$ cat src/rtl/alu_share_arbiter_if.sv
// alu_share_arbiter_if
//   Bundles the requester handshakes, the flush strobe, the external ALU
//   operand/result path and the response strobes of alu_share_arbiter.
//   slave  : the arbiter's view (requests, flush and alu_result in;
//            readies, alu_* and responses out).
//   master : the surrounding logic's view (the reverse directions).
//   Signals:
//     reqN_valid/reqN_ready/reqN_sel/reqN_a/reqN_b  request port N (N=0,1)
//     flush                                          kill in-flight port-0 ops
//     alu_sel/alu_a/alu_b                            operands to external ALU
//     alu_result                                     combinational ALU result
//     rspN_valid/rspN_data                           one-cycle result strobe
interface alu_share_arbiter_if #(
    parameter int unsigned XLEN = 32
);
    logic            req0_valid;
    logic            req0_ready;
    logic [3:0]      req0_sel;
    logic [XLEN-1:0] req0_a;
    logic [XLEN-1:0] req0_b;

    logic            req1_valid;
    logic            req1_ready;
    logic [3:0]      req1_sel;
    logic [XLEN-1:0] req1_a;
    logic [XLEN-1:0] req1_b;

    logic            flush;

    logic [3:0]      alu_sel;
    logic [XLEN-1:0] alu_a;
    logic [XLEN-1:0] alu_b;
    logic [XLEN-1:0] alu_result;

    logic            rsp0_valid;
    logic [XLEN-1:0] rsp0_data;
    logic            rsp1_valid;
    logic [XLEN-1:0] rsp1_data;

    modport slave (
        input  req0_valid, req0_sel, req0_a, req0_b,
        input  req1_valid, req1_sel, req1_a, req1_b,
        input  flush, alu_result,
        output req0_ready, req1_ready,
        output alu_sel, alu_a, alu_b,
        output rsp0_valid, rsp0_data, rsp1_valid, rsp1_data
    );

    modport master (
        output req0_valid, req0_sel, req0_a, req0_b,
        output req1_valid, req1_sel, req1_a, req1_b,
        output flush, alu_result,
        input  req0_ready, req1_ready,
        input  alu_sel, alu_a, alu_b,
        input  rsp0_valid, rsp0_data, rsp1_valid, rsp1_data
    );
endinterface

$ cat src/rtl/alu_share_arbiter.sv
// alu_share_arbiter
//   Shares one combinational EX-stage ALU between port 0 (pipeline EX issue)
//   and port 1 (auxiliary CSR/address helper). Port 0 has fixed priority.
//   An accepted op is registered into the issue stage (drives alu_*), the ALU
//   result is registered into the result stage (drives rspN_*): accept in
//   cycle N gives a one-cycle response in N+2, one grant per cycle.
//   Optional feature macro: ALU_ARB_STARVE_GUARD_EN
//     defined     : port 1 denied STARVE_LIMIT consecutive cycles gets one
//                   forced grant (FORCE1 state, port 0 held off that cycle).
//     not defined : pure fixed priority, no counter/FSM.
//   Ports:
//     clk    rising-edge clock
//     rst_n  asynchronous active-low reset
//     bus    alu_share_arbiter_if.slave (requests, flush, ALU path, responses)
module alu_share_arbiter #(
    parameter int unsigned XLEN = 32
`ifdef ALU_ARB_STARVE_GUARD_EN
    ,
    parameter int unsigned STARVE_LIMIT = 4,
    parameter int unsigned CNT_W        = 3
`endif
) (
    input  logic                 clk,
    input  logic                 rst_n,
    alu_share_arbiter_if.slave   bus
);

    logic grant0;
    logic grant1;
    logic acc0;
    logic acc1;

`ifdef ALU_ARB_STARVE_GUARD_EN
    typedef enum logic {
        PRIO0,
        FORCE1
    } arb_state_e;

    arb_state_e       state;
    logic [CNT_W-1:0] starve_cnt;
    logic [CNT_W-1:0] cnt_inc;

    assign cnt_inc = starve_cnt + CNT_W'(1);

    always_comb begin
        grant0 = 1'b0;
        grant1 = 1'b0;
        if (state == FORCE1) begin
            grant1 = bus.req1_valid;
        end else begin
            grant0 = bus.req0_valid;
            grant1 = bus.req1_valid && !bus.req0_valid;
        end
    end

    always_ff @(posedge clk or negedge rst_n) begin
        if (!rst_n) begin
            state      <= PRIO0;
            starve_cnt <= '0;
        end else begin
            case (state)
                PRIO0: begin
                    if (bus.req1_valid && !grant1) begin
                        starve_cnt <= cnt_inc;
                        if (cnt_inc == CNT_W'(STARVE_LIMIT)) begin
                            state <= FORCE1;
                        end
                    end else begin
                        starve_cnt <= '0;
                    end
                end
                FORCE1: begin
                    // One cycle only: either the forced grant happened or
                    // port 1 withdrew; both return to normal priority.
                    state      <= PRIO0;
                    starve_cnt <= '0;
                end
                default: begin
                    state      <= PRIO0;
                    starve_cnt <= '0;
                end
            endcase
        end
    end
`else
    always_comb begin
        grant0 = bus.req0_valid;
        grant1 = bus.req1_valid && !bus.req0_valid;
    end
`endif

    assign bus.req0_ready = grant0;
    assign bus.req1_ready = grant1;
    assign acc0 = bus.req0_valid && grant0;
    assign acc1 = bus.req1_valid && grant1;

    // Issue stage (owner: 0 = port 0, 1 = port 1)
    logic            iss_valid;
    logic            iss_owner;
    logic [3:0]      iss_sel;
    logic [XLEN-1:0] iss_a;
    logic [XLEN-1:0] iss_b;

    // Result stage
    logic            res_valid;
    logic            res_owner;
    logic [XLEN-1:0] res_data;

    always_ff @(posedge clk or negedge rst_n) begin
        if (!rst_n) begin
            iss_valid <= 1'b0;
            iss_owner <= 1'b0;
            iss_sel   <= '0;
            iss_a     <= '0;
            iss_b     <= '0;
            res_valid <= 1'b0;
            res_owner <= 1'b0;
            res_data  <= '0;
        end else begin
            // A port-0 accept coinciding with flush is handshaken but dropped.
            iss_valid <= acc1 || (acc0 && !bus.flush);
            iss_owner <= acc1;
            if (acc0 || acc1) begin
                iss_sel <= acc1 ? bus.req1_sel : bus.req0_sel;
                iss_a   <= acc1 ? bus.req1_a   : bus.req0_a;
                iss_b   <= acc1 ? bus.req1_b   : bus.req0_b;
            end
            res_valid <= iss_valid && !(bus.flush && !iss_owner);
            res_owner <= iss_owner;
            if (iss_valid) begin
                res_data <= bus.alu_result;
            end
        end
    end

    assign bus.alu_sel = iss_sel;
    assign bus.alu_a   = iss_a;
    assign bus.alu_b   = iss_b;

    // The result-stage entry is already on the outputs in the flush cycle,
    // so the port-0 strobe is masked combinationally to kill it there.
    assign bus.rsp0_valid = res_valid && !res_owner && !bus.flush;
    assign bus.rsp1_valid = res_valid && res_owner;
    assign bus.rsp0_data  = res_data;
    assign bus.rsp1_data  = res_data;

endmodule

$ cat src/flat_wrapper.sv
// flat-port wrapper written by rule: the top's interface ports become plain ports
module alu_share_arbiter_flat 
#(
    parameter int unsigned XLEN = 32

)
  (clk, rst_n, bus_req0_valid, bus_req0_sel, bus_req0_a, bus_req0_b, bus_req1_valid, bus_req1_sel, bus_req1_a, bus_req1_b, bus_flush, bus_alu_result, bus_req0_ready, bus_req1_ready, bus_alu_sel, bus_alu_a, bus_alu_b, bus_rsp0_valid, bus_rsp0_data, bus_rsp1_valid, bus_rsp1_data);
  alu_share_arbiter_if #(.XLEN(XLEN)) bus_i ();
  input  logic clk;
  input  logic rst_n;
  input wire logic [$bits(bus_i.req0_valid)-1:0] bus_req0_valid;
  input wire logic [$bits(bus_i.req0_sel)-1:0] bus_req0_sel;
  input wire logic [$bits(bus_i.req0_a)-1:0] bus_req0_a;
  input wire logic [$bits(bus_i.req0_b)-1:0] bus_req0_b;
  input wire logic [$bits(bus_i.req1_valid)-1:0] bus_req1_valid;
  input wire logic [$bits(bus_i.req1_sel)-1:0] bus_req1_sel;
  input wire logic [$bits(bus_i.req1_a)-1:0] bus_req1_a;
  input wire logic [$bits(bus_i.req1_b)-1:0] bus_req1_b;
  input wire logic [$bits(bus_i.flush)-1:0] bus_flush;
  input wire logic [$bits(bus_i.alu_result)-1:0] bus_alu_result;
  output wire logic [$bits(bus_i.req0_ready)-1:0] bus_req0_ready;
  output wire logic [$bits(bus_i.req1_ready)-1:0] bus_req1_ready;
  output wire logic [$bits(bus_i.alu_sel)-1:0] bus_alu_sel;
  output wire logic [$bits(bus_i.alu_a)-1:0] bus_alu_a;
  output wire logic [$bits(bus_i.alu_b)-1:0] bus_alu_b;
  output wire logic [$bits(bus_i.rsp0_valid)-1:0] bus_rsp0_valid;
  output wire logic [$bits(bus_i.rsp0_data)-1:0] bus_rsp0_data;
  output wire logic [$bits(bus_i.rsp1_valid)-1:0] bus_rsp1_valid;
  output wire logic [$bits(bus_i.rsp1_data)-1:0] bus_rsp1_data;
  assign bus_i.req0_valid = bus_req0_valid;
  assign bus_i.req0_sel = bus_req0_sel;
  assign bus_i.req0_a = bus_req0_a;
  assign bus_i.req0_b = bus_req0_b;
  assign bus_i.req1_valid = bus_req1_valid;
  assign bus_i.req1_sel = bus_req1_sel;
  assign bus_i.req1_a = bus_req1_a;
  assign bus_i.req1_b = bus_req1_b;
  assign bus_i.flush = bus_flush;
  assign bus_i.alu_result = bus_alu_result;
  assign bus_req0_ready = bus_i.req0_ready;
  assign bus_req1_ready = bus_i.req1_ready;
  assign bus_alu_sel = bus_i.alu_sel;
  assign bus_alu_a = bus_i.alu_a;
  assign bus_alu_b = bus_i.alu_b;
  assign bus_rsp0_valid = bus_i.rsp0_valid;
  assign bus_rsp0_data = bus_i.rsp0_data;
  assign bus_rsp1_valid = bus_i.rsp1_valid;
  assign bus_rsp1_data = bus_i.rsp1_data;
  alu_share_arbiter #(.XLEN(XLEN)) u_core (.clk(clk), .rst_n(rst_n), .bus(bus_i));
endmodule
$ cat config.mk
export PLATFORM = sky130hd
export DESIGN_NAME = alu_share_arbiter_flat
export DESIGN_NICKNAME = d
export VERILOG_FILES = /design/src/rtl/alu_share_arbiter_if.sv /design/src/rtl/alu_share_arbiter.sv /design/src/flat_wrapper.sv
export SDC_FILE = /design/constraint.sdc
export NUM_CORES = 1
export LEC_CHECK = 0
export ABC_CLOCK_PERIOD_IN_PS = 2300
export CAP_MARGIN = 5
export CORE_ASPECT_RATIO = 1.5
export CORE_MARGIN = 10
export CORE_UTILIZATION = 39
export CTS_BUF_LIST = sky130_fd_sc_hd__clkbuf_16
export DETAILED_ROUTE_END_ITERATION = 7
export PLACE_DENSITY = 0.89
export SYNTH_ARGS = -nofsm -noshare
export SYNTH_HDL_FRONTEND = slang
export SYNTH_SLANG_ARGS = --single-unit
$ cat constraint.sdc
create_clock -name clk -period 2.3 [get_ports clk]
set_clock_uncertainty 0.15 [all_clocks]
set_input_delay 0.46 -clock clk [delete_from_list [all_inputs] [get_ports clk]]
set_output_delay 0.46 -clock clk [all_outputs]
set_load 0.05 [all_outputs]
== After elaboration in Yosys (flattened, before gate mapping) ==
Cells that the tools add are included.

* Register bits after elaboration: 104
* Bits of input ports: 173
* Output and inout bits: 136
* Word-level logic and storage cells: 26

* Mux-type cells: 3
* Reduce and logical (&&, ||, !) cells: 15

{| class="wikitable"
|+ Operators with widths
! cell !! number
|-
| 32-bit 2-to-1 mux || 2
|-
| 1-bit logical AND || 8
|-
| 1-bit logical NOT || 5
|-
| 4-bit 2-to-1 mux || 1
|-
| 1-bit logical OR || 2
|}

== Depth between registers and ports, before layout ==
Gate-level depths: netlist of the first run.

* Depth after elaboration: 4
* Mapped depth: 5
* Mapped depth without buffers: 2

== Least setup slack after synthesis of the first run ==
Ideal clock, no wire load.

* Path kind: input-to-output
* Start: input bus_flush
* End: output bus_rsp0_valid
* Data arrival time: 1.618 ns
* Required time: 1.690 ns
* Setup slack: 0.072 ns
* Cell stages on the path: 1
* Buffers on the path: 0
* Cell sequence: nor3b_1

* Cells in the longest elaborated chain, start to end: 2

{| class="wikitable"
|+ Ends and longest elaborated chain
! element !! line !! source
|-
| from (decl) || flat_wrapper.sv:19 || <nowiki>input wire logic [$bits(bus_i.flush)-1:0] bus_flush;</nowiki>
|-
| 1-bit logical NOT || alu_share_arbiter.sv:142 || <nowiki>assign bus.rsp0_valid = res_valid && !res_owner && !bus.flush;</nowiki>
|-
| 1-bit logical AND || alu_share_arbiter.sv:142 ||
|-
| to (decl) || flat_wrapper.sv:26 || <nowiki>output wire logic [$bits(bus_i.rsp0_valid)-1:0] bus_rsp0_valid;</nowiki>
|}

No other way between the ends.

== Worst setup path in the final report of the first run ==
* Start: register u_core.res_data[12], in the netlist u_core.bus.rsp0_data[12]
* End: output bus_rsp0_data[12]

{| class="wikitable"
|+ RTL lines
! element !! line !! source
|-
| from (decl) || alu_share_arbiter.sv:107 || <nowiki>logic [XLEN-1:0] res_data;</nowiki>
|-
| from (signal assigned) || alu_share_arbiter.sv:131 || <nowiki>res_data <= bus.alu_result;</nowiki>
|-
| to (decl) || flat_wrapper.sv:27 || <nowiki>output wire logic [$bits(bus_i.rsp0_data)-1:0] bus_rsp0_data;</nowiki>
|}

No word-level cell between the ends.

==> results of run 1 <==
[power breakdown]
| part | switching [mW] | leakage (nW) | internal, mW | total [mW] |
|---|---|---|---|---|
| logic | 1.37 | 2.05 | 0.862 | 2.24 |
| registers | 0.130 | 1.25 | 2.02 | 2.15 |
| clock network | 0.664 | 0.131 | 0.735 | 1.40 |
| total | 2.17 | 3.42 | 3.62 | 5.78 |
[final cells by class]
| type | count | area, um2 | share of cell area, % |
|---|---|---|---|
| flip-flops and latches | 104 | 2600 | 32.9 |
| inverters | 1 | 3.75 | 0.0474 |
| clock buffers | 9 | 225 | 2.84 |
| repair buffers | 313 | 3180 | 40.1 |
| clock inverters | 7 | 46.3 | 0.585 |
| multi-input cells | 241 | 1670 | 21.1 |
| well taps | 153 | 191 | 2.42 |
[worst paths after layout]
check,from,slack (ps),depth (start not counted),endpoint
worst max register to register,u_core.iss_valid,910,2,u_core.bus.rsp0_data[23]
worst min-delay path,rst_n,40,2,u_core.bus.rsp0_data[29]
max in group asynchronous,rst_n,1550,2,u_core.bus.alu_a[0]
min in group clk,u_core.iss_owner,230,0,u_core.res_owner
worst max-delay path,u_core.bus.rsp0_data[12],90,1,bus_rsp0_data[12]
worst min register to register,u_core.iss_owner,230,0,u_core.res_owner
[layer usage]
layer	up-vias	GRT usage (%)
met1	1877	18.1
met3	24	7.90
met5	-	0
met2	215	33.5
li1	1875	-
met4	0	6.16
[layout by cell type, fill, tap and decap left out]
cell type | Yosys | layout
clkdlybuf4s50_1 | 0 | 300
dfrtp_1 | 104 | 104
mux2i_1 | 68 | 68
nand2_1 | 68 | 68
o21ai_1 | 68 | 68
mux2_1 | 32 | 32
clkbuf_16 | 0 | 9
buf_4 | 39 | 7
buf_12 | 1 | 6
inv_6 | 0 | 2
clkinv_1 | 0 | 2
inv_1 | 1 | 1
nor2b_1 | 1 | 1
a21o_1 | 1 | 1
o21a_1 | 1 | 1
nor3b_1 | 1 | 1
and2_1 | 1 | 1
clkinv_2 | 0 | 1
clkinvlp_4 | 0 | 1
clkinv_4 | 0 | 1
[logic make-up (layout without fill, tap and decap cells)]
| family | Yosys count | count (layout) | share of synthesized area (%) |
|---|---|---|---|
| muxes | 100 | 100 | 22.2 |
| AOI/OAI and AO/OA | 70 | 70 | 7.58 |
| buffers and inverters | 61 | 330 | 8.81 |
| and+or+nand+nor | 71 | 71 | 5.87 |
| DFF | 104 | 104 | 55.5 |
[registers in the layout, indices dropped and copies added (netlist names)]
| signal | flops |
|---|---|
| u_core.iss_owner | 1 |
| u_core.bus.alu_a | 32 |
| u_core.iss_valid | 1 |
| u_core.res_valid | 1 |
| u_core.bus.alu_sel | 4 |
| u_core.bus.alu_b | 32 |
| u_core.res_owner | 1 |
| u_core.bus.rsp0_data | 32 |
==> out/metrics.cfg, run 1 <==
[outcome]
outcome = completed

[setup_path]
path_class = reg2out
startpoint_type = flip-flop
slowest_delay_ps = 850
cp_max_fo = 3
worstPathArrival_ps = 1600
slowest_stage = clkdlybuf4s50_1
cp.required_ps = 1690
cp_num_buf_inv = 1
crit_family = buffers and inverters
end_kind = primary output
cp_cell_sequence = clkdlybuf4s50_1

[routing]
ant_nets = 0
maxUsedRoutingLayer = met4
wirelength_mm = 16.3
firstDrtPassIters = 4
wl_met1_mm = 5.55
met2_length_mm = 8.46
routedWlPerCell_um = 19.7
viasPerCell = 4.82
vias = 3991
drc = 0
wl_met3_mm = 1.90
drt-initial-drc-count = 80

[timing]
maxSlewViolCount = 0
setup_viol = 0
slew_headroom_pct = 61.7
fmax_ghz = 0.452
worstMarginPinSlew_ps = 573
min_period_over_period_pct = 96.2
holdWs_ps = 43.5
rsz0062_at_grt = false
fin_ws_ps = 87.8
fin_setup_tns_ps = 0
report.final.hold_viol_count = 0
final.min_clock_period_ps = 2210

[synthesis]
yosysWarnings = 0
synth.distinct_cells = 17
synth_edf_count = 0
ys_ff_latch = 104
synth_common_cells = dfrtp_1 (104), mux2i_1 (68), nand2_1 (68), o21ai_1 (68), buf_4 (39)
yosysTopAreaCellShare_pct = 55.5
async_flop_share_pct = 100
yosysTopAreaCell = dfrtp_1
syn_nets = 579
syn_avg_cell_area_um2 = 11.5
seq_area_frac_synth_pct = 55.5
yosys-top-cells-area = dfrtp_1 (56%), mux2i_1 (15%), mux2_1 (7.7%)
netlist_instances = 406
synth_ff_type = dfrtp_1
synth.cell_area_um2 = 4690
yosysMostFrequentCell = dfrtp_1

[cts]
clkLatencyLatePin_ps = 330
cts_tree = done
cts.repair.resized = 0
postCtsSetupRepairBufs = 0
cts.sinks = 104
cts_buffers = 9
htree_levels = 3
cts_hold_buf = 0
clkTransAtPathRegs_ps = 80
cts-root-buf = clkbuf_16
cts_buffer_depth = 2

[power_and_ir_drop]
p_total_mw = 5.78
ir_drop_v = 0.000418
power_density_nw_per_um2 = 731
p_leak_nw = 3.42

[placement]
dpl_cell_area_um2 = 7640
hpwl_mm = 13.2
pre_cts_ws_ps = 266
placed_cells = 812
place_congestion = 0.789
place.port_buffers = 308

[die]
dieArea_um2 = 16900
die_h_um = 154
coreArea_um2 = 11900
num_io_pins = 309
die_w_um = 110
start_util_pct = 39.4
rows = 49

[global_route]
grt_antenna_before_repair = 0
grt_usage_pct = 18.5
grt_pass1_vias = 4454
grt_max_degree = 105
grt-ovfl-total = 0
grt_pass1_wl_mm = 24.4

[finish]
fillCellCount = 889
fin_util_pct = 66.6
areaGrowthSynthToFinish_pct = 68.9
fin_cells = 828
fin_nets = 843
drive_gt1_share_pct = 4.00
num_antenna_cells = 0
stdcell_area_um2 = 7920

[flow_run]
maxCapViolCount = 0

[hold_path]
holdCritPathClass = in2async

Power figures use the tool's default switching activity.
==> inputs of run 2 (changes only) <==
Settings changed: PLACE_DENSITY 0.89 to not set, PLACE_DENSITY_LB_ADDON set to 0.2.
==> run 2 against run 1 <==
- register-to-register slack hardly changed
- sequential power hardly changed
- global-route usage is 0.25 points higher
- count of clock-buffer cells in the layout stayed put
==> out/metrics.cfg, run 2 (synthesis results as in run 1) <==
[cts]
cts.sinks = 104  ; unchanged
cts_buffer_depth = 2  ; unchanged
clkTransAtPathRegs_ps = 60  ; -20 ps
postCtsSetupRepairBufs = 0  ; unchanged
cts_hold_buf = 1  ; +1
cts_tree = done
cts-root-buf = clkbuf_16
cts.repair.resized = 0  ; unchanged
clkLatencyLatePin_ps = 340  ; about the same
htree_levels = 3  ; unchanged
cts_buffers = 9  ; unchanged

[setup_path]
end_kind = primary output
reg2reg_from = u_core.iss_valid
critPathCapture = bus_rsp1_valid
r2r_slack_ps = 910  ; about the same
timing.rr.end = u_core.bus.rsp0_data[3]
startpoint_type = flip-flop
crit_start = u_core.res_owner
cp_max_fo = 2  ; -1
r2r_cells = 2  ; unchanged
worstPathArrival_ps = 1590  ; about the same
path_class = reg2out
cp.required_ps = 1690  ; about the same

[placement]
place.port_buffers = 308  ; unchanged
hpwl_mm = 13.5  ; +1.7%
place_congestion = 0.780  ; -1.1%

[routing]
firstDrtPassIters = 4  ; unchanged
drt-initial-drc-count = 113  ; +41%
drc = 0  ; unchanged
ant_nets = 0  ; unchanged
vias = 3956  ; -0.88%
routedWlPerCell_um = 20.0  ; +1.4%
viasPerCell = 4.76  ; -1.2%
wirelength_mm = 16.6  ; +1.8%

[timing]
fmax_ghz = 0.455  ; +0.73%
worstMarginPinSlew_ps = 764  ; +191 ps
setup_viol = 0  ; unchanged
min_period_over_period_pct = 95.5  ; -0.70 points
final.min_clock_period_ps = 2200  ; -16.1 ps
fin_setup_tns_ps = 0  ; unchanged
maxSlewViolCount = 0  ; unchanged
slew_headroom_pct = 49.0  ; -13 points
rsz0062_at_grt = false
report.final.hold_viol_count = 0  ; unchanged

[global_route]
grt_usage_pct = 18.7  ; +0.25 points
grt_pass1_vias = 4256  ; -4.4%
grt-ovfl-total = 0  ; unchanged
grt_max_degree = 84  ; -20%
grt_antenna_before_repair = 1  ; +1
grt_pass1_wl_mm = 24.4  ; -0.17%

[power_and_ir_drop]
p_leak_nw = 3.45  ; +0.73%
ir_drop_v = 0.000420  ; +0.27%
power_density_nw_per_um2 = 740  ; +1.3%
p_total_mw = 5.89  ; +1.8%

[die]
start_util_pct = 39.4  ; unchanged
dieArea_um2 = 16900  ; unchanged
num_io_pins = 309  ; unchanged
die_h_um = 154  ; unchanged
coreArea_um2 = 11900  ; unchanged
rows = 49  ; unchanged
die_w_um = 110  ; unchanged

[finish]
areaGrowthSynthToFinish_pct = 69.8
regArea_um2 = 2600  ; unchanged
final_cell_mix = clkdlybuf4s50_1 (300), dfrtp_1 (104), mux2i_1 (68), nand2_1 (68), o21ai_1 (68)
fillCellCount = 944  ; +6.2%
final_common_cell = clkdlybuf4s50_1
fin_nets = 846  ; +0.36%
drive_gt1_share_pct = 4.28  ; +0.28 points
multi_input_area_um2 = 1670  ; unchanged

[hold_path]
holdCritPathClass = reg2reg

[flow_run]
maxCapViolCount = 0  ; unchanged

[outcome]
outcome = completed

[run 2: changes by cell type in the layout (fill, tap and decap cells not counted)]
cell / before / now
buf_4: 7 / 9
inv_6: 2 / 0
bufinv_16: 0 / 1
clkinv_1: 2 / 1
clkinv_2: 1 / 2
clkinv_4: 1 / 2
clkinvlp_4: 1 / 0
diode_2: 0 / 1
dlygate4sd3_1: 0 / 1
[run 2: how the worst min path moves through the flow]
stage                                endpoint  cells past startpoint              from
after floorplan           u_core.bus.alu_a[0]                      0             rst_n
after global placement       u_core.res_owner                      0  u_core.iss_owner
after detailed placement     u_core.res_owner                      0  u_core.iss_owner
after CTS                    u_core.res_owner                      0  u_core.iss_owner
after global routing         u_core.iss_owner                      2    bus_req0_valid
final                        u_core.res_owner                      0  u_core.iss_owner
[run 2: through the flow]
| step | util, % | worst slack, ps | instance area (um2) | hold WS (ps) | instances |
|---|---|---|---|---|---|
| CTS | 66.9 | 83.5 | 7960 | 228 | 830 |
| global route | 66.9 | 27.4 | 7960 | 244 | 831 |
| detailed placement | 64.4 | 273 | 7660 | 213 | 814 |
| floorplan | - | 72.0 | 4690 | 14.4 | 406 |
| finish | 66.9 | 104 | 7960 | 228 | 831 |
| global placement | 64.4 | 246 | 7660 | 213 | 814 |
[run 2: critical path: stages, from the launching register on]
cell,delay (ps)
dfrtp_1,340
and2_1,110
clkdlybuf4s50_1,800
[run 2: final cells by class]
class / count / share of cell area (%)
Sequential cell: 104 / 32.7
Multi-Input combinational cell: 241 / 21.0
Timing Repair Buffer: 316 / 40.2
Clock inverter: 6 / 0.770
Clock buffer: 9 / 2.83
Antenna cell: 1 / 0.0314
Inverter: 1 / 0.0472
Tap cell: 153 / 2.41
[run 2: power breakdown]
part / switching (mW) / total (mW) / internal, mW
sequential: 0.126 / 2.15 / 2.02
combinational: 1.37 / 2.24 / 0.866
clock: 0.671 / 1.51 / 0.835
[run 2: metal layers]
layer  up-vias  wire length, um  global-route usage, %  share of wire (%)
li1       1878                -                      -                  -
met1      1850             5770                   19.1                 35
met2       204             8410                   32.7                 51
met3        24             2140                   8.69                 13
met4         0              308                   6.09                1.9
met5         -                0                      0                  0
==> inputs of run 3 (changes only) <==
Settings changed: ABC_CLOCK_PERIOD_IN_PS 2300 to not set, CORE_UTILIZATION 39 to 35.
==> run 3 against run 2 <==
- critical path depth decreased by 1
- flip-flop and latch count stayed put
- maximum frequency increased by 0.83%
- largest cell class unchanged
- register-to-register slack worse by 20 ps
==> out/metrics.cfg, run 3 (synthesis results as in run 1) <==
[setup_path]
cp.required_ps = 1690  ; about the same
slowest_stage = clkdlybuf4s50_1
cp_num_buf_inv = 1  ; unchanged
end_kind = primary output
cp_max_fo = 3  ; +1
crit_family = buffers and inverters
path_class = reg2out
slowest_delay_ps = 830  ; +30 ps
cp_cell_sequence = clkdlybuf4s50_1
worstPathArrival_ps = 1570  ; -20 ps
startpoint_type = flip-flop

[routing]
firstDrtPassIters = 4  ; unchanged
viasPerCell = 4.73  ; -0.70%
vias = 3966  ; +0.25%
drt-initial-drc-count = 146  ; +29%
routedWlPerCell_um = 19.8  ; -0.98%
wirelength_mm = 16.6  ; about the same
drc = 0  ; unchanged
ant_nets = 0  ; unchanged

[power_and_ir_drop]
power_density_nw_per_um2 = 723  ; -2.3%
p_leak_nw = 3.45  ; about the same
p_total_mw = 5.76  ; -2.2%
ir_drop_v = 0.000340  ; -19%

[cts]
clkTransAtPathRegs_ps = 70  ; about the same
cts_tree = done
cts_buffer_depth = 2  ; unchanged
cts_buffers = 9  ; unchanged
postCtsSetupRepairBufs = 0  ; unchanged
cts-root-buf = clkbuf_16
htree_levels = 3  ; unchanged
clkLatencyLatePin_ps = 330  ; about the same
cts.sinks = 104  ; unchanged

[placement]
hpwl_mm = 13.5  ; +0.58%
place_congestion = 0.760  ; -2.6%
place.port_buffers = 308  ; unchanged

[global_route]
grt_max_degree = 95  ; +13%
grt_antenna_before_repair = 1  ; unchanged
grt_pass1_vias = 4368  ; +2.6%
grt_pass1_wl_mm = 24.9  ; +2.3%
grt_usage_pct = 17.2  ; -1.5 points
grt-ovfl-total = 0  ; unchanged

[timing]
fin_setup_tns_ps = 0  ; unchanged
min_period_over_period_pct = 94.7  ; -0.79 points
slew_headroom_pct = 61.7  ; +13 points
fmax_ghz = 0.459  ; +0.83%
rsz0062_at_grt = false
worstMarginPinSlew_ps = 573  ; -191 ps
setup_viol = 0  ; unchanged
final.min_clock_period_ps = 2180  ; -18.2 ps
report.final.hold_viol_count = 0  ; unchanged
maxSlewViolCount = 0  ; unchanged

[die]
start_util_pct = 35.8  ; -3.6 points
coreArea_um2 = 13100  ; +10%
num_io_pins = 309  ; unchanged
dieArea_um2 = 18500  ; +9.6%
rows = 51  ; +4.1%
die_w_um = 114  ; +4.5%
die_h_um = 162  ; +4.8%

[finish]
drive_gt1_share_pct = 4.57  ; +0.28 points
regArea_um2 = 2600  ; unchanged
final_common_cell = clkdlybuf4s50_1
fillCellCount = 1103  ; +17%
multi_input_area_um2 = 1670  ; unchanged
areaGrowthSynthToFinish_pct = 70.0
final_cell_mix = clkdlybuf4s50_1 (299), dfrtp_1 (104), mux2i_1 (68), nand2_1 (68), o21ai_1 (68)
fin_nets = 848  ; +0.24%

[hold_path]
holdCritPathClass = reg2reg

[flow_run]
maxCapViolCount = 0  ; unchanged

[outcome]
outcome = completed

## run 3: cell types whose count changed in the layout (fill, tap and decap cells not counted)
cell / delta
clkinv_2: -1
clkdlybuf4s50_1: -1
bufinv_16: -1
clkinv_1: +1
clkinvlp_4: +1
buf_4: +2
buf_12: +1
## run 3: layout make-up
class | count | share of cell area [%]
Timing Repair Buffer | 318 | 40.5
Multi-Input combinational cell | 241 | 21.0
Clock inverter | 6 | 0.471
Inverter | 1 | 0.0471
Antenna cell | 1 | 0.0314
Sequential cell | 104 | 32.7
Tap cell | 159 | 2.50
Clock buffer | 9 | 2.83
## run 3: report_power, final
| part | internal, mW | switching (mW) | total (mW) |
|---|---|---|---|
| registers | 2.02 | 0.128 | 2.15 |
| logic | 0.870 | 1.37 | 2.24 |
| clock network | 0.723 | 0.653 | 1.38 |
| total | 3.61 | 2.15 | 5.76 |
## run 3: timing repair
item | in CTS | in global routing
hold buffers | 1 | 0
setup endpoints to repair | 0 | 0
gates resized for setup | 0 | 0
hold endpoints to repair | 20 | 0
## run 3: per-stage QoR
stage | hold slack [ps] | setup slack [ps] | area, um2 | util, % | cells
6_report | 243 | 122 | 7970 | 60.9 | 839
5_1_grt | 262 | 72.6 | 7970 | 60.9 | 838
4_1_cts | 246 | 77.3 | 7970 | 60.9 | 838
3_5_place_dp | 232 | 268 | 7690 | 58.8 | 822
3_3_place_gp | 210 | 224 | 7690 | 58.8 | 822
2_1_floorplan | 14.4 | 72.0 | 4690 | - | 406
## run 3: worst paths after layout
| check | startpoint | to | slack [ps] | depth (start not counted) |
|---|---|---|---|---|
| max | u_core.bus.rsp0_data[2] | bus_rsp0_data[2] | 120 | 1 |
| min | u_core.iss_owner | u_core.res_owner | 240 | 0 |
| max reg2reg | u_core.iss_valid | u_core.bus.rsp0_data[15] | 890 | 2 |
| min reg2reg | u_core.iss_owner | u_core.res_owner | 240 | 0 |
| max in group asynchronous | rst_n | u_core.bus.alu_a[15] | 1000 | 3 |
| min in group asynchronous | rst_n | u_core.bus.alu_b[28] | 430 | 2 |
## run 3: layer usage
| metal | share of wire, % | up-vias | routed length, um | GRT usage [%] |
|---|---|---|---|---|
| met5 | 0 | - | 0 | 0 |
| met3 | 14 | 15 | 2290 | 9.40 |
| met4 | 1.6 | 0 | 270 | 4.91 |
| li1 | - | 1892 | - | - |
| met2 | 50 | 213 | 8320 | 29.8 |
| met1 | 35 | 1846 | 5740 | 17.2 |
